[src/rtl/op_sweeper.sv]
// op_sweeper: steps operand pairs through a start/busy engine,
// summing results and flagging handshake timeouts.
module op_sweeper #(
  parameter int W        = 8,
  parameter int RES_W    = 16,
  parameter int ACC_W    = 24,
  parameter int A0       = 0,
  parameter int B0       = 0,
  parameter int STEP     = 15,
  parameter int LIMIT    = 241,
  parameter int BUSY_TMO = 4,
  parameter int DONE_TMO = 1024
) (
  input  logic             clk,
  input  logic             rst,
  input  logic             run,
  input  logic             busy,
  input  logic [RES_W-1:0] res,
  output logic [W-1:0]     a,
  output logic [W-1:0]     b,
  output logic             start,
  output logic             done,
  output logic             err,
  output logic [7:0]       op_cnt,
  output logic [ACC_W-1:0] acc,
  output logic [RES_W-1:0] last_res
);

  localparam int TMAX = (BUSY_TMO > DONE_TMO) ? BUSY_TMO : DONE_TMO;
  localparam int CW   = $clog2(TMAX + 1);

  typedef enum logic [2:0] {
    S_IDLE, S_ISSUE, S_WBUSY, S_WDONE, S_CAPT, S_DONE, S_ERR
  } st_t;

  st_t              state_q, state_d;
  logic [CW-1:0]    cnt_q, cnt_d;
  logic [W-1:0]     a_q, a_d, b_q, b_d;
  logic             done_q, done_d, err_q, err_d;
  logic [7:0]       op_cnt_q, op_cnt_d;
  logic [ACC_W-1:0] acc_q, acc_d;
  logic [RES_W-1:0] last_q, last_d;

  logic rest, busy_to, done_to, last_op;

  assign rest    = state_q inside {S_IDLE, S_DONE, S_ERR};
  assign busy_to = cnt_q == CW'(BUSY_TMO - 1);
  assign done_to = cnt_q == CW'(DONE_TMO - 1);
  assign last_op = a_q >= W'(LIMIT);

  always_ff @(posedge clk or negedge rst) begin
    if (!rst) begin
      state_q  <= S_IDLE;
      cnt_q    <= '0;
      a_q      <= W'(A0);
      b_q      <= W'(B0);
      done_q   <= 1'b0;
      err_q    <= 1'b0;
      op_cnt_q <= '0;
      acc_q    <= '0;
      last_q   <= '0;
    end else begin
      state_q  <= state_d;
      cnt_q    <= cnt_d;
      a_q      <= a_d;
      b_q      <= b_d;
      done_q   <= done_d;
      err_q    <= err_d;
      op_cnt_q <= op_cnt_d;
      acc_q    <= acc_d;
      last_q   <= last_d;
    end
  end

  always_comb begin
    state_d = state_q;
    unique case (state_q)
      S_IDLE, S_DONE, S_ERR:
        if (run) state_d = S_ISSUE;
      S_ISSUE: state_d = S_WBUSY;
      S_WBUSY:
        if (busy)         state_d = S_WDONE;
        else if (busy_to) state_d = S_ERR;
      S_WDONE:
        if (!busy)        state_d = S_CAPT;
        else if (done_to) state_d = S_ERR;
      S_CAPT:
        state_d = last_op ? S_DONE : S_ISSUE;
      default: state_d = S_IDLE;
    endcase
  end

  always_comb begin
    start    = state_q == S_ISSUE;
    cnt_d    = '0;
    a_d      = a_q;
    b_d      = b_q;
    done_d   = done_q;
    err_d    = err_q;
    op_cnt_d = op_cnt_q;
    acc_d    = acc_q;
    last_d   = last_q;
    // counter restarts on every state entry
    if (state_q inside {S_WBUSY, S_WDONE} && state_d == state_q)
      cnt_d = cnt_q + CW'(1);
    if (rest && run) begin
      a_d      = W'(A0);
      b_d      = W'(B0);
      op_cnt_d = '0;
      acc_d    = '0;
      done_d   = 1'b0;
      err_d    = 1'b0;
    end
    if (state_q == S_WDONE && !busy)
      last_d = res;
    if (state_d == S_ERR && !rest)
      err_d = 1'b1;
    if (state_q == S_CAPT) begin
      acc_d = acc_q + ACC_W'(last_q);
      if (op_cnt_q != 8'hFF)
        op_cnt_d = op_cnt_q + 8'd1;
      if (last_op) begin
        done_d = 1'b1;
      end else begin
        a_d = a_q + W'(STEP);
        b_d = b_q + W'(STEP);
      end
    end
  end

  assign a        = a_q;
  assign b        = b_q;
  assign done     = done_q;
  assign err      = err_q;
  assign op_cnt   = op_cnt_q;
  assign acc      = acc_q;
  assign last_res = last_q;

endmodule

[config.mk]
export PLATFORM = sky130hd
export DESIGN_NAME = op_sweeper
export DESIGN_NICKNAME = d
export VERILOG_FILES = /design/src/rtl/op_sweeper.sv
export SDC_FILE = /design/constraint.sdc
export NUM_CORES = 1
export LEC_CHECK = 0
export ABC_AREA = 0
export BUFFER_PORTS_ARGS = -buffer_cell sky130_fd_sc_hd__buf_2
export CAP_MARGIN = 20
export CORE_MARGIN = 4
export CORE_UTILIZATION = 45
export DETAILED_ROUTE_END_ITERATION = 16
export PLACE_DENSITY = 0.71
export SYNTH_ARGS = -nofsm -noshare
export SYNTH_HDL_FRONTEND = slang
export SYNTH_SLANG_ARGS = --single-unit
[constraint.sdc]
create_clock -name clk -period 4.6 [get_ports clk]
set_input_delay 0.23 -clock clk [delete_from_list [all_inputs] [get_ports clk]]
set_output_delay 0.23 -clock clk [all_outputs]
set_load 0.02 [all_outputs]
# After elaboration in Yosys (flattened, before gate mapping)
# Cells that the tools add are included.
# totals
register_bits,80
input_bits,20
output_inout_bits,67
wordCells,62
# classes
n_addsub,5
order_cmp,1
eq_ne,11
n_mux,24
reduce_logical,12
# ops
operator,n
8-bit 2-to-1 mux,9
24-bit 2-to-1 mux,2
24-bit by 16-bit adder with 24-bit output,1
3-bit 2-to-1 mux,6
8-bit by 4-bit adder with 8-bit output (second input constant),2
3-bit one-hot mux with 5 select lines,1
3-bit == test (second input constant),4
11-bit by 1-bit adder with 11-bit output (second input constant),1
11-bit by 10-bit == test with 1-bit output (second input constant),1
11-bit by 2-bit == test with 1-bit output (second input constant),1
11-bit 2-to-1 mux,1
8-bit by 1-bit adder with 8-bit output (second input constant),1
8-bit greater-or-equal comparator (second input constant),1
8-bit != test (second input constant),1
3-bit by 2-bit == test with 1-bit output (second input constant),2
2-bit nonzero test,3
1-bit 2-to-1 mux,5
1-bit logical AND,4
3-bit by 1-bit == test with 1-bit output (second input constant),1
3-bit == test,1
3-bit logical NOT,1
3-bit nonzero test,1
3-bit OR reduction,1
1-bit logical NOT,2

# Longest topological paths before layout
# Gate-level depths: netlist of run 1.
# depth
word_depth,7
ltp_mapped,10
ltp_nobuf,8

# Worst setup path after synthesis of run 1
# OpenSTA, ideal clock, no wires.
# synth_timing
path_type,register to register
start,"reg acc_q[0], in the netlist acc[0]"
end,"reg acc_q[20], in the netlist acc[20]"
setup_ns,0.080
t_arrival_ns,2.229
setup_slack_ns,2.291
stages_incl_launch_ff,9
n_path_buf,0
period_less_slack_ns,2.309
path_cell_list,dfrtp_1 > ha_1 > fa_1 > a21oi_1 > o211ai_2 > a221oi_2 > nor3_1 > o211ai_2 > mux2i_1
# synth_via
elab_chain_cells,2
# synth_rtl
item,line_no,rtl
start: declaration,41,"logic [ACC_W-1:0] acc_q, acc_d;"
start signal: assignment,60,acc_q <= '0;
start signal: assignment,70,acc_q <= acc_d;
24-bit by 16-bit adder with 24-bit output,119,acc_d = acc_q + ACC_W'(last_q);
24-bit 2-to-1 mux,118,if (state_q == S_CAPT) begin
# No other way between the ends.
# A chain may end at the register's enable or synchronous reset.

# Final worst setup path of run 1
# layout_timing
start,"reg acc_q[0], in the netlist acc[0]"
end,"reg acc_q[22], in the netlist acc[22]"
# The elaborated chain is that of the path after synthesis.

==> results.py, run 1 <==
metrics = {
    "outcome": {
        "status": "finished, final reports clean",
    },
    "setup_path": {
        "reg2regPathDepth": 8,
        "r2r-start": "acc[0]",
        "r2r_end": "acc[22]",
        "worstSetupPathType": "reg -> reg",
        "rrSetupSlack_ns": 2.08,
        "worst_ep_arrival_time_ns": 2.79,
        "worstSetupStartpointType": "register",
        "cpPeakStageDelay_ns": 0.42,
        "cp.required_ns": 4.87,
        "critPathCaptureType": "register",
        "cpMaxStageDelayCell": "a221oi_2",
        "crit_family": "compound AO/OA/AOI/OAI gates",
        "cp_max_fo": 4,
        "cp_num_buf_inv": 0,
        "path_cells": "ha_1, fa_1, a21oi_1, o211ai_2, a221oi_2, o21ai_0, nand4_1, mux2i_1",
    },
    "global_routing": {
        "grt_max_degree": 81,
        "grt_usage_pct": 18.17,
        "grt_overflow_total": 0,
        "grt_pass1_vias": 3599,
        "antenna_found_initial": 0,
        "grt_pass1_wl_um": 17030,
    },
    "synth": {
        "synthCells": 461,
        "synth_fp_nets": 503,
        "ys_warn_count": 0,
        "synth_top_family_by_area": "compound AO/OA/AOI/OAI gates",
        "synth-seq-cells": 80,
        "syn_avg_cell_area_um2": 9.651,
        "synthAdderAreaFrac_pct": 6.355,
        "ys_async_sr_fraction_pct": 100.0,
        "synth_edf_count": 0,
        "seq_area_frac_synth_pct": 44.99,
        "yosys.area_share.simple_pct": 16.99,
        "yosysUniqueCellTypes": 57,
        "synth_xor_area_share_pct": 4.528,
        "synthFlopType": "dfrtp_1",
        "synthMuxAreaShare_pct": 6.524,
        "netlist_area_um2": 4449,
        "synth_compound_area_share_pct": 17.29,
    },
    "cells_and_area": {
        "nets": 587,
        "area_growth_pct": 17.63,
        "layout_commonest_cell": "buf_2",
        "drive_above_1_share_pct": 24.23,
        "regArea_um2": 2002,
        "final_cell_mix": "buf_2 (85), dfrtp_1 (80), nand2_1 (44), nand3_1 (38), nor2_1 (37)",
        "final_cells": 682,
        "diodes": 0,
        "multi_input_area_um2": 2300,
        "fillers": 885,
    },
    "timing": {
        "slew_headroom_pct": 52.38,
        "fin_crit_sh_pct": 54.78,
        "fmax_mhz": 396.8,
        "slew_violations": 0,
        "finalHoldViolCount": 0,
        "rsz0062_at_grt": "false",
        "finalSetupTns_ns": 0,
        "clock_skew_ns": 0.009696,
        "setup_violations": 0,
        "tightest_slew_ns": 0.7123,
        "fin_crit_ns": 2.520,
    },
    "worst_hold_path": {
        "min_from": "res[2]",
        "hold_class": "in -> reg",
        "holdPathStages": 2,
        "holdPathEnd": "last_res[2]",
    },
    "pwr": {
        "pwr_density_cell_nw_per_um2": 613.7,
        "p_leak_nw": 2.595,
        "total_power_mw": 3.212,
        "peakVddDrop_v": 0.0003274,
    },
    "clock_tree": {
        "cts_buffers": 9,
        "clkSlewWorstSetupHoldPaths_ns": 0.08,
        "cts.sinks": 80,
        "htreeDepth": 3,
        "cts_tree": "built",
        "cts_buffer_depth": 2,
        "clock_latency_ns": 0.35,
        "clockRootBuffer": "clkbuf_8",
    },
    "route": {
        "via_per_inst": 5.488,
        "drtIter0Drc": 221,
        "remaining_drc_errors": 0,
        "drtPass1Iterations": 4,
        "wl_um": 10050,
        "wl_per_cell_um": 14.74,
        "ant_nets": 0,
        "num_vias": 3743,
    },
    "floorplanning": {
        "fp.dieH_um": 107.4,
        "start_util_pct": 45.94,
        "dieArea_um2": 11540,
        "rows": 36,
        "fp.dieW_um": 107.4,
        "core-area_um2": 9684,
        "ios": 87,
    },
    "place": {
        "numPortBuffers": 86,
        "dp.cells": 665,
        "dp_hpwl_um": 7204,
        "place_congestion": 0.8439,
    },
    "flow_run": {
        "cap_viol_max_count": 0,
    },
}
## worst register-to-register path: cells and delay by family (launching register included)
kind                       cells  cell delay [ns]
AOI/OAI and AO/OA              4             1.05
DFF                            1             0.40
and+or+nand+nor                1             0.15
adders and majority gates      2             0.64
muxes                          1             0.21
## area by class of cell
| class | instances | area share [%] |
|---|---|---|
| Multi-Input combinational cell | 350 | 43.94 |
| Sequential cell | 80 | 38.25 |
| Timing Repair Buffer | 92 | 9.563 |
| Tap cell | 133 | 3.180 |
| Clock buffer | 12 | 2.964 |
| Clock inverter | 3 | 1.243 |
| Inverter | 12 | 0.8606 |
## cells by family after synthesis
family          after synthesis
fa+ha+maj                    22
compound gates              119
mux                          27
buf+inv                      31
flops                        80
xor+xnor                     23
simple gates                159
## report_power, final
part           total, mW  leakage, nW  internal (mW)  switching (mW)
Sequential          1.11         1.06          0.894           0.216
Clock              0.575        0.112          0.332           0.243
Combinational       1.53         1.42          0.593           0.934
Total               3.21         2.60           1.82            1.39
## flip-flops by register name, summed over array words and instances (netlist names)
name	cells
last_res	16
acc	24
op_cnt	8
a	8
err	1
state_q	3
b	8
done	1
cnt_q	11
## what timing repair did
action                                 in CTS  in global routing
setup buffers                               0                  0
hold buffers                                0                  1
gates resized for setup                     0                  0
endpoints found under the hold margin       0                 34
setup endpoints to repair                   0                  0
## stage by stage
stage | hold WS, ns | instance area, µm² | worst slack, ns | util (%)
2_1_floorplan | -0.06559 | 4449 | 2.291 | -
3_3_place_gp | 0.4620 | 4976 | 2.224 | 51.38
3_5_place_dp | 0.4655 | 4976 | 2.127 | 51.38
4_1_cts | 0.08896 | 5196 | 2.098 | 53.66
5_1_grt | 0.09982 | 5234 | 1.847 | 54.04
6_report | 0.1119 | 5234 | 2.080 | 54.04
## how the worst max path moves through the flow
stage / depth (start not counted) / slack, ns / start / to
2_1_floorplan: 8 / 2.29 / acc[0] / acc[20]
3_3_place_gp: 8 / 2.22 / acc[0] / acc[22]
3_5_place_dp: 8 / 2.13 / acc[0] / acc[22]
4_1_cts: 8 / 2.10 / acc[0] / acc[22]
5_1_grt: 8 / 1.85 / last_res[0] / acc[22]
6_report: 8 / 2.08 / acc[0] / acc[22]
## synth_stat cells, drive strengths merged, types with 2 or more instances
cell | number | share of area (%)
o31ai | 6 | 1.1
clkbuf | 8 | 0.67
a21oi | 23 | 2.7
mux2i | 11 | 2.5
buf | 11 | 1.6
nand2b | 4 | 0.56
o21bai | 2 | 0.34
o22ai | 4 | 0.56
o21a | 4 | 0.67
nor4 | 5 | 0.70
a31oi | 3 | 0.42
mux2 | 16 | 4.0
and2 | 3 | 0.48
nor2 | 37 | 3.1
xor2 | 12 | 2.4
a21o | 11 | 1.9
nand3 | 38 | 4.3
and3 | 6 | 0.84
dfrtp | 80 | 45
nor2b | 4 | 0.56
nand2 | 44 | 3.7
o21ai | 48 | 5.7
a22o | 2 | 0.39
inv | 12 | 1.0
nand4 | 7 | 0.98
xnor2 | 11 | 2.2
nor3 | 6 | 0.79
o211ai | 3 | 0.73
ha | 21 | 5.9
a211oi | 2 | 0.34
## per-layer routing
| layer | routed length, µm | track usage [%] | vias to the layer above |
|---|---|---|---|
| met4 | 167 | 6.673 | 0 |
| met5 | 0 | 0 | - |
| met1 | 4617 | 25.37 | 1819 |
| met2 | 4778 | 28.15 | 84 |
| met3 | 490 | 3.599 | 14 |
| li1 | - | - | 1826 |
(Power assumes the default switching activity.)
==> run 2, diff against run 1 <==
--- a/config.mk
+++ b/config.mk
@@ -5,13 +5,13 @@
 export SDC_FILE = /design/constraint.sdc
 export NUM_CORES = 1
 export LEC_CHECK = 0
-export ABC_AREA = 0
+export ABC_AREA = 1
 export BUFFER_PORTS_ARGS = -buffer_cell sky130_fd_sc_hd__buf_2
 export CAP_MARGIN = 20
 export CORE_MARGIN = 4
 export CORE_UTILIZATION = 45
 export DETAILED_ROUTE_END_ITERATION = 16
-export PLACE_DENSITY = 0.71
+export PLACE_DENSITY = 0.7
 export SYNTH_ARGS = -nofsm -noshare
 export SYNTH_HDL_FRONTEND = slang
 export SYNTH_SLANG_ARGS = --single-unit
==> constraint.sdc (replaced) <==
create_clock -name clk -period 2.6 [get_ports clk]
set_input_delay 0.13 -clock clk [delete_from_list [all_inputs] [get_ports clk]]
set_output_delay 0.13 -clock clk [all_outputs]
set_load 0.02 [all_outputs]
==> results.py, run 2 <==
metrics = {
    "timing": {
        "clock_skew_ns": 0.01231,
        "fin_crit_ns": 2.153,
        "fin_crit_sh_pct": 82.81,
        "finalHoldViolCount": 0,
        "fmax_mhz": 464.5,
        "finalSetupTns_ns": 0,
        "slew_headroom_pct": 59.57,
        "rsz0062_at_grt": "false",
        "slew_violations": 0,
        "setup_violations": 0,
        "tightest_slew_ns": 0.6058,
    },
    "floorplanning": {
        "fp.dieW_um": 113.7,
        "core-area_um2": 10890,
        "dieArea_um2": 12940,
        "ios": 87,
        "start_util_pct": 46.21,
        "rows": 38,
        "fp.dieH_um": 113.7,
    },
    "setup_path": {
        "critPathCaptureType": "register",
        "cpMaxStageDelayCell": "dfrtp_1",
        "cp_max_fo": 12,
        "path_cells": "inv_1, ha_1, nand2_1, nor2_1, nand2_1, nand2_1, nand2_2, nand2_1, inv_1, a22o_1",
        "cp_common_cell": "nand2_1",
        "cpPeakStageDelay_ns": 0.40,
        "cp.required_ns": 2.87,
        "worst_ep_arrival_time_ns": 2.42,
        "worstSetupPathType": "reg -> reg",
        "worstSetupStartpointType": "register",
    },
    "clock_tree": {
        "cts_buffers": 9,
        "htreeDepth": 3,
        "clock_latency_ns": 0.37,
        "clkSlewWorstSetupHoldPaths_ns": 0.09,
        "cts_setup_buffers": 0,
        "cts_tree": "built",
        "cts.sinks": 80,
        "cts_buffer_depth": 2,
        "clockRootBuffer": "clkbuf_8",
    },
    "pwr": {
        "peakVddDrop_v": 0.0006056,
        "pwr_density_cell_nw_per_um2": 1030,
        "p_leak_nw": 3.420,
    },
    "cells_and_area": {
        "largest_reg_flops": 24,
        "drive_above_1_share_pct": 16.21,
        "final_cells": 979,
        "layout_commonest_cell": "nand2_1",
        "area_growth_pct": 20.74,
        "final_cell_mix": "nand2_1 (298), inv_1 (96), buf_2 (85), dfrtp_1 (80), nor2_1 (56)",
        "fillers": 1021,
        "nets": 876,
        "diodes": 0,
    },
    "place": {
        "numPortBuffers": 86,
        "dp.cells": 945,
        "place_congestion": 0.9094,
        "dp_hpwl_um": 9335,
    },
    "route": {
        "num_vias": 4829,
        "remaining_drc_errors": 0,
        "drtIter0Drc": 234,
        "ant_nets": 0,
        "wl_per_cell_um": 12.74,
        "drtPass1Iterations": 5,
        "wl_um": 12480,
        "via_per_inst": 4.933,
    },
    "synth": {
        "synth_commonest_cells": "nand2_1 (298), inv_1 (96), dfrtp_1 (80)",
        "yosysTopAreaCell": "dfrtp_1",
        "synth_top_family_by_area": "simple AND/OR/NAND/NOR gates",
        "synthAdderAreaFrac_pct": 5.620,
        "synth.area.top_cells": "dfrtp_1 (40%), nand2_1 (22%), inv_1 (7.2%), ha_1 (5.2%), nand3_1 (4.4%)",
        "synthMuxAreaShare_pct": 0,
        "synth_xor_area_share_pct": 3.308,
        "synth_fp_nets": 768,
        "yosys.area.top_type_share_pct": 39.79,
        "synth-seq-cells": 80,
        "synthFlopType": "dfrtp_1",
        "seq_area_frac_synth_pct": 39.79,
        "ys_async_sr_fraction_pct": 100.0,
        "synth_compound_area_share_pct": 6.267,
        "yosys.area_share.simple_pct": 36.43,
        "synth_edf_count": 0,
        "ys_warn_count": 0,
        "synthCells": 726,
        "netlist_area_um2": 5031,
        "yosys.cell_count.top_type": "nand2_1",
        "yosysUniqueCellTypes": 34,
        "syn_avg_cell_area_um2": 6.930,
    },
    "global_routing": {
        "grt_pass1_vias": 4706,
        "grt_overflow_total": 0,
        "grt_usage_pct": 20.23,
        "grt_pass1_wl_um": 21430,
        "antenna_found_initial": 0,
        "grt_max_degree": 81,
    },
    "flow_run": {
        "cap_viol_max_count": 0,
    },
    "worst_hold_path": {
        "hold_class": "in -> reg",
    },
    "outcome": {
        "status": "finished, final reports clean",
    },
}
## run 2: cell count changes in the layout (fill, tap and decap cells not counted), moves of 10 or more
cell / delta
nand2_1: +254
inv_1: +84
nor2_1: +19
dlygate4sd3_1: +16
mux2_2: -16
a21o_1: -11
mux2i_1: -11
o21ai_1: -11
nor2_2: +10
## run 2: cell families (layout without fill, tap and decap cells)
kind of cell	Yosys count	count (layout)
simple gates	438	438
buf+inv	110	223
flops	80	80
compound gates	57	57
fa+ha+maj	22	22
xor+xnor	19	19
## run 2: worst paths after layout
check | from | endpoint | slack (ns) | cells after the start
worst max-delay path | a[0] | b[4] | 0.45 | 10
worst min-delay path | busy | state_q[0] | 0.11 | 3
worst max register to register | a[0] | b[4] | 0.45 | 10
worst min register to register | err | err | 0.49 | 2
max in group asynchronous | rst | cnt_q[4] | 1.82 | 3
min in group asynchronous | rst | last_res[15] | 0.18 | 2
## run 2: stage by stage
stage          power [mW]  setup WS [ns]  cell area, µm²  utilization, %  hold slack, ns
6_report            6.254         0.4469            6075           55.79          0.1106
5_1_grt             6.812         0.2675            6075           55.79         0.08618
4_1_cts             6.289         0.4534            6047           55.54         0.08053
3_5_place_dp        4.980         0.5197            5602           51.45          0.3338
3_3_place_gp        4.906         0.6016            5602           51.45          0.3329
2_1_floorplan       4.122         0.6496            5031               -         -0.1656
## run 2: critical path, delay by kind of cell (launching register included)
kind / cells / cell delay (ns)
flops: 1 / 0.40
compound gates: 1 / 0.20
buf+inv: 2 / 0.24
simple gates: 6 / 1.00
fa+ha+maj: 1 / 0.20
## run 2: routing by layer
layer | wire length [µm] | up-vias | track usage (%)
met4 | 234 | 0 | 6.571
met3 | 628 | 20 | 4.297
met5 | 0 | - | 0
li1 | - | 2467 | -
met2 | 6128 | 118 | 34.63
met1 | 5485 | 2224 | 25.50
## run 2: cell type report
cell class | count | area, µm² | area share, %
sequential | 80 | 2002 | 32.96
timing repair buffer | 106 | 645.6 | 10.63
clock inverter | 6 | 137.6 | 2.266
tap | 140 | 175.2 | 2.884
clock buffer | 10 | 137.6 | 2.266
multi-input combinational | 536 | 2597 | 42.76
inverter | 101 | 379.1 | 6.241
## run 2: where the power goes
group | leakage [nW] | switching [mW] | internal (mW)
Clock | 0.137 | 0.486 | 0.768
Combinational | 2.20 | 2.10 | 0.991
Sequential | 1.08 | 0.323 | 1.59
Total | 3.42 | 2.90 | 3.35
## run 2: what timing repair did
item                      CTS  global route
gates resized for setup     0             0
hold endpoints to repair   96             0
hold buffers               17             0
